$ cat config.mk
export PLATFORM = sky130hd
export DESIGN_NAME = sys_bus_bridge_flat
export DESIGN_NICKNAME = d
export VERILOG_FILES = /design/src/rtl/sys_bus_bridge_if.sv /design/src/rtl/sys_bus_bridge.sv /design/src/flat_wrapper.sv
export SDC_FILE = /design/constraint.sdc
export NUM_CORES = 1
export LEC_CHECK = 0
export CORE_AREA = 2 2 121 123
export DETAILED_ROUTE_END_ITERATION = 7
export DIE_AREA = 0 0 123 125
export PLACE_DENSITY = 0.76
export SYNTH_ARGS = -nofsm -noshare
export SYNTH_HDL_FRONTEND = slang
export SYNTH_SLANG_ARGS = --single-unit
$ cat constraint.sdc
create_clock -name clk -period 1.77 [get_ports clk]
set_input_delay 0.2655 -clock clk [delete_from_list [all_inputs] [get_ports clk]]
set_output_delay 0.2655 -clock clk [all_outputs]
set_load 0.02 [all_outputs]
$ cat src/rtl/sys_bus_bridge_if.sv
// sys_bus_bridge_if
//   Bundles the CPU data-port handshake and the broadcast slave bus of
//   sys_bus_bridge.
//   modport slave  : the bridge (takes CPU requests, drives the slave bus)
//   modport master : the CPU / environment side (issues requests, returns
//                    slave read data)
//   Signals:
//     cpu_req, cpu_addr[31:0], cpu_wdata[31:0], cpu_byteen[3:0], intr_req
//     cpu_rdata[31:0], cpu_ready, cpu_err
//     slv_addr[31:0], slv_wdata[31:0], slv_byteen[3:0], slv_we[NSLV-1:0]
//     slv_rdata[NSLV*32-1:0], m_int_addr[31:0], m_int_byteen[3:0]
interface sys_bus_bridge_if #(
  parameter int unsigned NSLV = 3
);
  logic                 cpu_req;
  logic [31:0]          cpu_addr;
  logic [31:0]          cpu_wdata;
  logic [3:0]           cpu_byteen;
  logic                 intr_req;
  logic [31:0]          cpu_rdata;
  logic                 cpu_ready;
  logic                 cpu_err;
  logic [31:0]          slv_addr;
  logic [31:0]          slv_wdata;
  logic [3:0]           slv_byteen;
  logic [NSLV-1:0]      slv_we;
  logic [NSLV*32-1:0]   slv_rdata;
  logic [31:0]          m_int_addr;
  logic [3:0]           m_int_byteen;

  modport slave (
    input  cpu_req, cpu_addr, cpu_wdata, cpu_byteen, intr_req, slv_rdata,
    output cpu_rdata, cpu_ready, cpu_err, slv_addr, slv_wdata, slv_byteen,
           slv_we, m_int_addr, m_int_byteen
  );

  modport master (
    output cpu_req, cpu_addr, cpu_wdata, cpu_byteen, intr_req, slv_rdata,
    input  cpu_rdata, cpu_ready, cpu_err, slv_addr, slv_wdata, slv_byteen,
           slv_we, m_int_addr, m_int_byteen
  );
endinterface

$ cat src/rtl/sys_bus_bridge.sv
// sys_bus_bridge
//   CPU-to-peripheral bridge. Decodes the CPU data-port address against NSLV
//   base/mask windows (lowest index wins), runs each access through an
//   IDLE -> ACCESS (WAITS[sel] extra cycles) -> DONE wait-state FSM, issues a
//   one-hot write strobe in the last ACCESS cycle, registers read data and
//   pulses cpu_ready for one cycle in DONE. Also drives the interrupt-generator
//   probe (m_int_addr / m_int_byteen).
//   Ports:
//     clk    : system clock, rising edge
//     reset  : synchronous, active-high; aborts any access in flight
//     bus    : sys_bus_bridge_if.slave (CPU handshake + broadcast slave bus)
//   Optional feature macro: BRIDGE_ERR_EN
//     defined   : unmapped access raises cpu_err with cpu_ready, read data
//                 becomes 32'hDEAD_BEEF
//     undefined : cpu_err tied low, unmapped reads return 0
module sys_bus_bridge #(
  parameter int unsigned          NSLV     = 3,
  parameter logic [NSLV*32-1:0]   BASE     = {32'h0000_7F20, 32'h0000_7F00, 32'h0000_0000},
  parameter logic [NSLV*32-1:0]   MASK     = {32'hFFFF_FFF0, 32'hFFFF_FFF0, 32'hFFFF_C000},
  parameter logic [NSLV*4-1:0]    WAITS    = {4'h1, 4'h3, 4'h0},
  parameter logic [31:0]          INT_BASE = 32'h0000_7F20,
  parameter logic [31:0]          INT_MASK = 32'hFFFF_FFFC
) (
  input  logic              clk,
  input  logic              reset,
  sys_bus_bridge_if.slave   bus
);

  localparam int unsigned SELW = (NSLV > 1) ? $clog2(NSLV) : 1;

`ifdef BRIDGE_ERR_EN
  localparam logic [31:0] UNMAPPED_RDATA = 32'hDEAD_BEEF;
`else
  localparam logic [31:0] UNMAPPED_RDATA = 32'h0000_0000;
`endif

  typedef enum logic [1:0] {IDLE, ACCESS, DONE} state_t;

  state_t            state, state_nx;
  logic [3:0]        cnt;
  logic [SELW-1:0]   sel;
  logic              mapped;
  logic              wr;
  logic [31:0]       addr_q;
  logic [31:0]       wdata_q;
  logic [3:0]        byteen_q;
  logic [31:0]       rdata_q;

  logic [SELW-1:0]   dec_sel;
  logic              dec_hit;
  logic              strobe;
  logic              int_hit;

  // Priority decode of the live CPU address: first hit in index order wins.
  always_comb begin
    dec_hit = 1'b0;
    dec_sel = '0;
    for (int unsigned i = 0; i < NSLV; i++) begin
      if (!dec_hit && ((bus.cpu_addr & MASK[32*i +: 32]) == BASE[32*i +: 32])) begin
        dec_hit = 1'b1;
        dec_sel = SELW'(i);
      end
    end
  end

  // State register
  always_ff @(posedge clk) begin
    if (reset) state <= IDLE;
    else       state <= state_nx;
  end

  // Next-state logic
  always_comb begin
    state_nx = state;
    case (state)
      IDLE:    if (bus.cpu_req) state_nx = ACCESS;
      ACCESS:  if (cnt == '0)   state_nx = DONE;
      DONE:    state_nx = IDLE;
      default: state_nx = IDLE;
    endcase
  end

  // Access latches, wait counter and registered read data
  always_ff @(posedge clk) begin
    if (reset) begin
      cnt      <= '0;
      sel      <= '0;
      mapped   <= 1'b0;
      wr       <= 1'b0;
      addr_q   <= '0;
      wdata_q  <= '0;
      byteen_q <= '0;
      rdata_q  <= '0;
    end else begin
      case (state)
        IDLE: begin
          if (bus.cpu_req) begin
            addr_q   <= bus.cpu_addr;
            wdata_q  <= bus.cpu_wdata;
            byteen_q <= bus.cpu_byteen;
            sel      <= dec_sel;
            mapped   <= dec_hit;
            wr       <= (|bus.cpu_byteen) & ~bus.intr_req;
            cnt      <= dec_hit ? WAITS[4*dec_sel +: 4] : 4'h0;
          end
        end
        ACCESS: begin
          if (cnt != '0) begin
            cnt <= cnt - 4'h1;
          end else if (byteen_q == '0) begin
            // Any write, including one suppressed by intr_req, keeps the old read data.
            rdata_q <= mapped ? bus.slv_rdata[32*sel +: 32] : UNMAPPED_RDATA;
          end
        end
        default: ;
      endcase
    end
  end

  assign strobe  = (state == ACCESS) && (cnt == '0);
  assign int_hit = (addr_q & INT_MASK) == INT_BASE;

  // Output logic
  always_comb begin
    bus.slv_we       = '0;
    bus.m_int_byteen = '0;
    bus.cpu_ready    = 1'b0;
    bus.cpu_err      = 1'b0;
    if (strobe) begin
      if (mapped && wr) bus.slv_we[sel] = 1'b1;
      if (wr && int_hit) bus.m_int_byteen = byteen_q;
    end
    if (state == DONE) begin
      bus.cpu_ready = 1'b1;
`ifdef BRIDGE_ERR_EN
      bus.cpu_err   = ~mapped;
`endif
    end
  end

  assign bus.cpu_rdata  = rdata_q;
  assign bus.slv_addr   = addr_q;
  assign bus.slv_wdata  = wdata_q;
  assign bus.slv_byteen = byteen_q;
  assign bus.m_int_addr = addr_q;

endmodule

$ cat src/flat_wrapper.sv
// flat-port wrapper written by rule: the top's interface ports become plain ports
module sys_bus_bridge_flat 
#(
  parameter int unsigned          NSLV     = 3,
  parameter logic [NSLV*32-1:0]   BASE     = {32'h0000_7F20, 32'h0000_7F00, 32'h0000_0000},
  parameter logic [NSLV*32-1:0]   MASK     = {32'hFFFF_FFF0, 32'hFFFF_FFF0, 32'hFFFF_C000},
  parameter logic [NSLV*4-1:0]    WAITS    = {4'h1, 4'h3, 4'h0},
  parameter logic [31:0]          INT_BASE = 32'h0000_7F20,
  parameter logic [31:0]          INT_MASK = 32'hFFFF_FFFC
)
  (clk, reset, bus_cpu_req, bus_cpu_addr, bus_cpu_wdata, bus_cpu_byteen, bus_intr_req, bus_slv_rdata, bus_cpu_rdata, bus_cpu_ready, bus_cpu_err, bus_slv_addr, bus_slv_wdata, bus_slv_byteen, bus_slv_we, bus_m_int_addr, bus_m_int_byteen);
  sys_bus_bridge_if #(.NSLV(NSLV)) bus_i ();
  input  logic clk;
  input  logic reset;
  input wire logic [$bits(bus_i.cpu_req)-1:0] bus_cpu_req;
  input wire logic [$bits(bus_i.cpu_addr)-1:0] bus_cpu_addr;
  input wire logic [$bits(bus_i.cpu_wdata)-1:0] bus_cpu_wdata;
  input wire logic [$bits(bus_i.cpu_byteen)-1:0] bus_cpu_byteen;
  input wire logic [$bits(bus_i.intr_req)-1:0] bus_intr_req;
  input wire logic [$bits(bus_i.slv_rdata)-1:0] bus_slv_rdata;
  output wire logic [$bits(bus_i.cpu_rdata)-1:0] bus_cpu_rdata;
  output wire logic [$bits(bus_i.cpu_ready)-1:0] bus_cpu_ready;
  output wire logic [$bits(bus_i.cpu_err)-1:0] bus_cpu_err;
  output wire logic [$bits(bus_i.slv_addr)-1:0] bus_slv_addr;
  output wire logic [$bits(bus_i.slv_wdata)-1:0] bus_slv_wdata;
  output wire logic [$bits(bus_i.slv_byteen)-1:0] bus_slv_byteen;
  output wire logic [$bits(bus_i.slv_we)-1:0] bus_slv_we;
  output wire logic [$bits(bus_i.m_int_addr)-1:0] bus_m_int_addr;
  output wire logic [$bits(bus_i.m_int_byteen)-1:0] bus_m_int_byteen;
  assign bus_i.cpu_req = bus_cpu_req;
  assign bus_i.cpu_addr = bus_cpu_addr;
  assign bus_i.cpu_wdata = bus_cpu_wdata;
  assign bus_i.cpu_byteen = bus_cpu_byteen;
  assign bus_i.intr_req = bus_intr_req;
  assign bus_i.slv_rdata = bus_slv_rdata;
  assign bus_cpu_rdata = bus_i.cpu_rdata;
  assign bus_cpu_ready = bus_i.cpu_ready;
  assign bus_cpu_err = bus_i.cpu_err;
  assign bus_slv_addr = bus_i.slv_addr;
  assign bus_slv_wdata = bus_i.slv_wdata;
  assign bus_slv_byteen = bus_i.slv_byteen;
  assign bus_slv_we = bus_i.slv_we;
  assign bus_m_int_addr = bus_i.m_int_addr;
  assign bus_m_int_byteen = bus_i.m_int_byteen;
  sys_bus_bridge #(.NSLV(NSLV), .BASE(BASE), .MASK(MASK), .WAITS(WAITS), .INT_BASE(INT_BASE), .INT_MASK(INT_MASK)) u_core (.clk(clk), .reset(reset), .bus(bus_i));
endmodule
==> impl_metrics.json, run 1 <==
{
  "status": "finished with violations",
  "violations": "negative setup slack",
  "drt_wl_total_um": 16500,
  "critPathSlowestCell": "dfxtp_2",
  "grt_pass1_vias": 5109,
  "drc_errors": 0,
  "grt.met1_usage": 0.204,
  "io_buffers": 307,
  "synthesis.nets": 630,
  "grt_overflow_total": 0,
  "layout_common_cells": "291 x clkdlybuf4s50_1, 104 x dfxtp_1, 67 x a22o_1",
  "layout-drive-gt1-share": 0.149,
  "yosysWarnings": 0,
  "drv_slew": 0,
  "pin_count": 309,
  "grt_max_degree": 40,
  "ys_seq_area_frac": 0.466,
  "synth_xor_area_frac": 0.00371,
  "synthToLayoutAreaGrowth_pct": 82.4,
  "rows": 44,
  "synthAdderAreaFrac": 0.00530,
  "muxShareOfSynthArea": 0.0678,
  "vias": 4811,
  "use_met2": 0.383,
  "synth_top_family_by_area": "compound AO/OA/AOI/OAI gates",
  "clk_latency_ps": 340,
  "slowest_delay_ps": 330,
  "synthCells": 460,
  "htree_levels": 3,
  "die_x_um": 123,
  "cts_made_buffers": 9,
  "fin_crit_ps": 2150,
  "min_path_type": "flip-flop to flip-flop",
  "crit_path_end_kind": "output pin",
  "cp.buffers_inverters": 3,
  "cts_root_buf": "clkbuf_16",
  "dieArea_um2": 15400,
  "cp_max_fo": 4,
  "worstPathArrival_ps": 1890,
  "leakage_nw": 3.35,
  "ant_nets": 0,
  "antenna_cells": 0,
  "grtUsageTotal": 0.206,
  "finalSetupViolations": 7,
  "fillCellCount": 1128,
  "rsz0062_at_grt": "true",
  "core_area_um2": 14200,
  "syn_area_per_cell_um2": 10.3,
  "design_area_um2": 8610,
  "cts_tree": "yes",
  "cts.sinks": 110,
  "critical_path_class": "flip-flop to output pin",
  "cp_top_family": "simple AND/OR/NAND/NOR gates",
  "final_nets": 939,
  "grt_antenna_before_repair": 0,
  "grtUsageMet3": 0.0630,
  "finalClockSkew_ps": 9.95,
  "drt-pass1-iter-count": 5,
  "wire_per_inst_um": 17.3,
  "initial_core_util": 0.333,
  "cp-start-kind": "flip-flop",
  "worst_slack_ps": -382,
  "final_util": 0.606,
  "synth_compound_area_frac": 0.252,
  "cap_violations": 0,
  "fin_tns_setup_ps": -2390,
  "syn_area_um2": 4720,
  "ys_seq_elements": 110,
  "period_share": 1.22,
  "viasPerCell": 5.03,
  "dieHeight_um": 125,
  "synth_ff_type": "dfxtp_1",
  "yosys.area_share.simple": 0.113,
  "drt_iter0_drc": 118,
  "cts_buffer_depth": 2,
  "powerDensity_nw_per_um2": 851,
  "path_clk_slew_ps": 70,
  "mostFrequentLayoutCell": "clkdlybuf4s50_1",
  "path_cells": "inv_2 > ha_4 > nor3b_4 > nand3_2 > nor4_4 > buf_4 > and2_2 > buf_6",
  "postPlaceCellArea_um2": 8140,
  "ctsHoldBuffers": 0,
  "grt-busiest-layer": "met2",
  "synth_edf_count": 0,
  "peakVddDrop_mv": 0.628,
  "place_hpwl_um": 13000,
  "post-place-ws_ps": -671,
  "finalHoldViolCount": 0,
  "yosysUniqueCellTypes": 39,
  "max_freq_ghz": 0.465,
  "ys_async_sr_fraction": 0,
  "place.gp.congestion": 0.874,
  "cp.required_ps": 1500,
  "grt_pass1_wl_um": 25000
}
## power breakdown
part	switching [mW]	internal [mW]	leakage [nW]
Sequential	0.152	2.69	0.900
Combinational	1.05	1.32	2.29
Clock	0.879	1.24	0.153
## cell usage after synthesis (5+ instances only)
cell type  instances  share of area
and2_1             7         0.0093
dfxtp_1          110           0.47
o2bb2ai_1         32          0.059
nand2_1           10         0.0079
a22oi_1           32          0.051
mux2i_1           32          0.068
nor4_1             9          0.012
nor4b_1            5         0.0093
nor2_1            36          0.029
clkbuf_1          17          0.014
a22o_1            67           0.12
nor3_1             5         0.0053
buf_4             33          0.052
buf_2             17          0.018
buf_1              5         0.0040
## flip-flops by register name, summed over array words and instances (netlist names)
name                   count
u_core.bus.cpu_rdata      32
u_core.bus.m_int_addr     32
u_core.bus.slv_wdata      32
u_core.bus.slv_byteen      4
u_core.cnt                 4
u_core.sel                 2
u_core.state               2
u_core.mapped              1
u_core.wr                  1
## per-stage QoR
stage,instances,hold WS [ps],power (mW)
final,957,484,7.33
after global routing,957,498,7.66
after CTS,957,485,7.38
after detailed placement,939,466,5.16
after global placement,939,460,5.11
after floorplan,460,366,3.92
## layout make-up
cell class              instances  area, um2  area share
multi-input cells             275       2220       0.258
inverters                       3       11.3     0.00131
well taps                     184        230      0.0267
clock buffers                  10        229      0.0266
clock inverters                 5       82.6     0.00959
repair buffers                370       3630       0.421
flip-flops and latches        110       2210       0.257
## path summary, 6_finish.rpt
check                                              from                                     to  slack (ps)  depth (start not counted)
hold / removal    u_core.bus.slv_wdata[30]$_SDFFE_PP0P_  u_core.bus.slv_wdata[30]$_SDFFE_PP0P_         480                          1
hold reg to reg   u_core.bus.slv_wdata[30]$_SDFFE_PP0P_  u_core.bus.slv_wdata[30]$_SDFFE_PP0P_         480                          1
setup reg to reg             u_core.cnt[1]$_SDFFE_PP0P_             u_core.cnt[1]$_SDFFE_PP0P_         110                          6
setup / recovery             u_core.cnt[1]$_SDFFE_PP0P_                    bus_m_int_byteen[1]        -380                          8
## logic make-up (layout without fill, tap and decap cells)
family | after synthesis | count (layout)
flip-flops | 110 | 110
AND/OR/NAND/NOR | 96 | 96
XOR/XNOR | 2 | 2
adder cells (fa/ha/maj) | 2 | 2
other | 1 | 1
AO/OA/AOI/OAI | 142 | 142
multiplexers | 32 | 32
buffers and inverters | 75 | 388
## metal layers
metal | share of wire | up-vias
li1 | - | 2321
met1 | 0.37 | 2236
met2 | 0.51 | 219
met3 | 0.095 | 35
met4 | 0.030 | 0
met5 | 0 | -
## timing repair
item / CTS / global route
pin swaps: 10 / 7
gates resized for setup: 59 / 18
buffers inserted: 3 / 0
endpoints found under the setup margin: 8 / 7
Power figures use the tool's default switching activity.
==> run 2: changes to the inputs <==
CAP_MARGIN = 10   (was not set)
MAX_ROUTING_LAYER = met4   (was not set)
PLACE_DENSITY = 0.78   (was 0.76)
==> run 2 against run 1 <==
Effect of this change:
- the run still ends with negative setup slack left
- sequential share of layout area about the same
- largest power group unchanged
- sequential power about the same
- largest cell class unchanged
- clock power down 9%
- critical endpoint is now bus_slv_we[0]
- non-clock buffer count unchanged
- die area unchanged
- flip-flop and latch count unchanged
==> impl_metrics.json, run 2 (same netlist as run 1, synthesis figures left out) <==
{
  "drt-pass1-iter-count": 4,
  "critPathSlowestCell": "dfxtp_2",
  "min_to": "u_core.bus.slv_wdata[1]$_SDFFE_PP0P_",
  "grt_max_degree": 39,
  "ff2ff_setup_slack_ps": 60,
  "grt_overflow_total": 0,
  "drc_errors": 0,
  "core_area_um2": 14200,
  "ant_nets": 0,
  "pin_count": 309,
  "min_path_type": "flip-flop to flip-flop",
  "fin_crit_ps": 2090,
  "final_cell_count_no_fill": 958,
  "startpoint": "u_core.cnt[1]$_SDFFE_PP0P_",
  "wire_per_inst_um": 17.1,
  "dieHeight_um": 125,
  "slowest_delay_ps": 330,
  "grt_antenna_before_repair": 0,
  "powerDensity_nw_per_um2": 835,
  "final_nets": 939,
  "rows": 44,
  "grt_pass1_wl_um": 24300,
  "place_hpwl_um": 12800,
  "rsz0062_at_grt": "true",
  "viasPerCell": 4.98,
  "cts_root_buf": "clkbuf_16",
  "antenna_cells": 0,
  "layout_common_cells": "283 x clkdlybuf4s50_1, 101 x dfxtp_1, 67 x a22o_1",
  "crit_path_end_kind": "output pin",
  "max_freq_ghz": 0.478,
  "critical_path_class": "flip-flop to output pin",
  "drv_slew": 0,
  "synthToLayoutAreaGrowth_pct": 82.9,
  "vias": 4770,
  "path_clk_slew_ps": 80,
  "r2r_end": "u_core.cnt[1]$_SDFFE_PP0P_",
  "layout-drive-gt1-share": 0.159,
  "design_area_um2": 8640,
  "r2r-start": "u_core.cnt[1]$_SDFFE_PP0P_",
  "cp-start-kind": "flip-flop",
  "io_buffers": 307,
  "drt_wl_total_um": 16400,
  "path_cells": "inv_2 > ha_4 > nor3b_4 > buf_4 > nand4_1 > buf_4 > nor3_2 > buf_4",
  "postPlaceCellArea_um2": 8120,
  "r2r_cells": 6,
  "cpMostUsedCell": "buf_4",
  "cap_violations": 0,
  "finalClockSkew_ps": 9.23,
  "dieArea_um2": 15400,
  "place_inst": 937,
  "period_share": 1.18,
  "cts_made_buffers": 9,
  "cts_tree": "yes",
  "htree_levels": 3,
  "drt_iter0_drc": 200,
  "cts.sinks": 110,
  "finalSetupViolations": 7,
  "grt_pass1_vias": 4860,
  "cp.required_ps": 1500,
  "grtUsageTotal": 0.205,
  "power_mw": 7.21,
  "status": "finished with violations",
  "worst_slack_ps": -323,
  "die_x_um": 123,
  "min-delay-start": "u_core.bus.slv_wdata[1]$_SDFFE_PP0P_",
  "mostFrequentLayoutCell": "clkdlybuf4s50_1",
  "cp_max_fo": 2,
  "worstPathArrival_ps": 1830,
  "hold_depth": 1,
  "peakVddDrop_mv": 0.503,
  "leakage_nw": 3.46,
  "finalHoldViolCount": 0,
  "violations": "negative setup slack",
  "place.gp.congestion": 0.797,
  "clk_latency_ps": 350,
  "initial_core_util": 0.333,
  "cts_buffer_depth": 2,
  "ctsHoldBuffers": 0
}
-- run 2: cell count changes in the layout (fill, tap and decap cells not counted), moves of 3 or more --
| cell | before | now |
|---|---|---|
| dfxtp_2 | 6 | 9 |
| dfxtp_1 | 104 | 101 |
| and2_4 | 2 | 5 |
| dlymetal6s2s_1 | 8 | 16 |
| clkdlybuf4s50_1 | 291 | 283 |
-- run 2: where the power goes --
part	total, mW	internal (mW)	switching [mW]
logic	2.43	1.35	1.07
clock network	1.93	0.984	0.950
registers	2.85	2.69	0.154
total	7.21	5.03	2.18
-- run 2: what timing repair did --
item,4_1_cts,5_1_grt
cloned,0,0
setup buffers,3,3
gates resized for setup,59,38
pin swaps,8,9
setup endpoints to repair,8,35
-- run 2: worst max-delay path, delay by kind of cell (launching register included) --
family,cells,cell delay (ps)
adder cells (fa/ha/maj),1,140
AND/OR/NAND/NOR,3,440
flip-flops,1,330
buffers and inverters,4,570
-- run 2: how the worst max path moves through the flow --
stage                          endpoint  slack, ps  depth (start not counted)
floorplan                 bus_slv_we[1]         20                          5
global placement    bus_m_int_byteen[1]       -520                          8
detailed placement  bus_m_int_byteen[3]       -550                          8
CTS                 bus_m_int_byteen[3]       -340                          6
global route        bus_m_int_byteen[0]       -400                          6
finish                    bus_slv_we[0]       -320                          8
-- run 2: per-layer routing --
metal | global-route usage | part of all wire | up-vias
met5 | - | 0 | -
met4 | 0.0595 | 0.018 | 0
met3 | 0.0479 | 0.083 | 26
met2 | 0.374 | 0.52 | 220
met1 | 0.218 | 0.38 | 2200
li1 | - | - | 2324
-- run 2: stage by stage --
stage          worst slack [ps]   util  hold WS [ps]  TNS [ps]
3_5_place_dp               -545  0.571           464     -7030
5_1_grt                    -397  0.608           491     -3320
6_report                   -323  0.608           482     -2000
3_3_place_gp               -522  0.571           461     -4430
4_1_cts                    -335  0.597           484     -2110
2_1_floorplan              18.1      -           366         0
-- run 2: area by class of cell --
type / instances / area, um2
well taps: 184 / 230
clock inverters: 6 / 53.8
repair buffers: 370 / 3640
fillers: 1136 / 5570
inverters: 3 / 11.3
flip-flops and latches: 110 / 2210
multi-input cells: 275 / 2260
clock buffers: 10 / 229
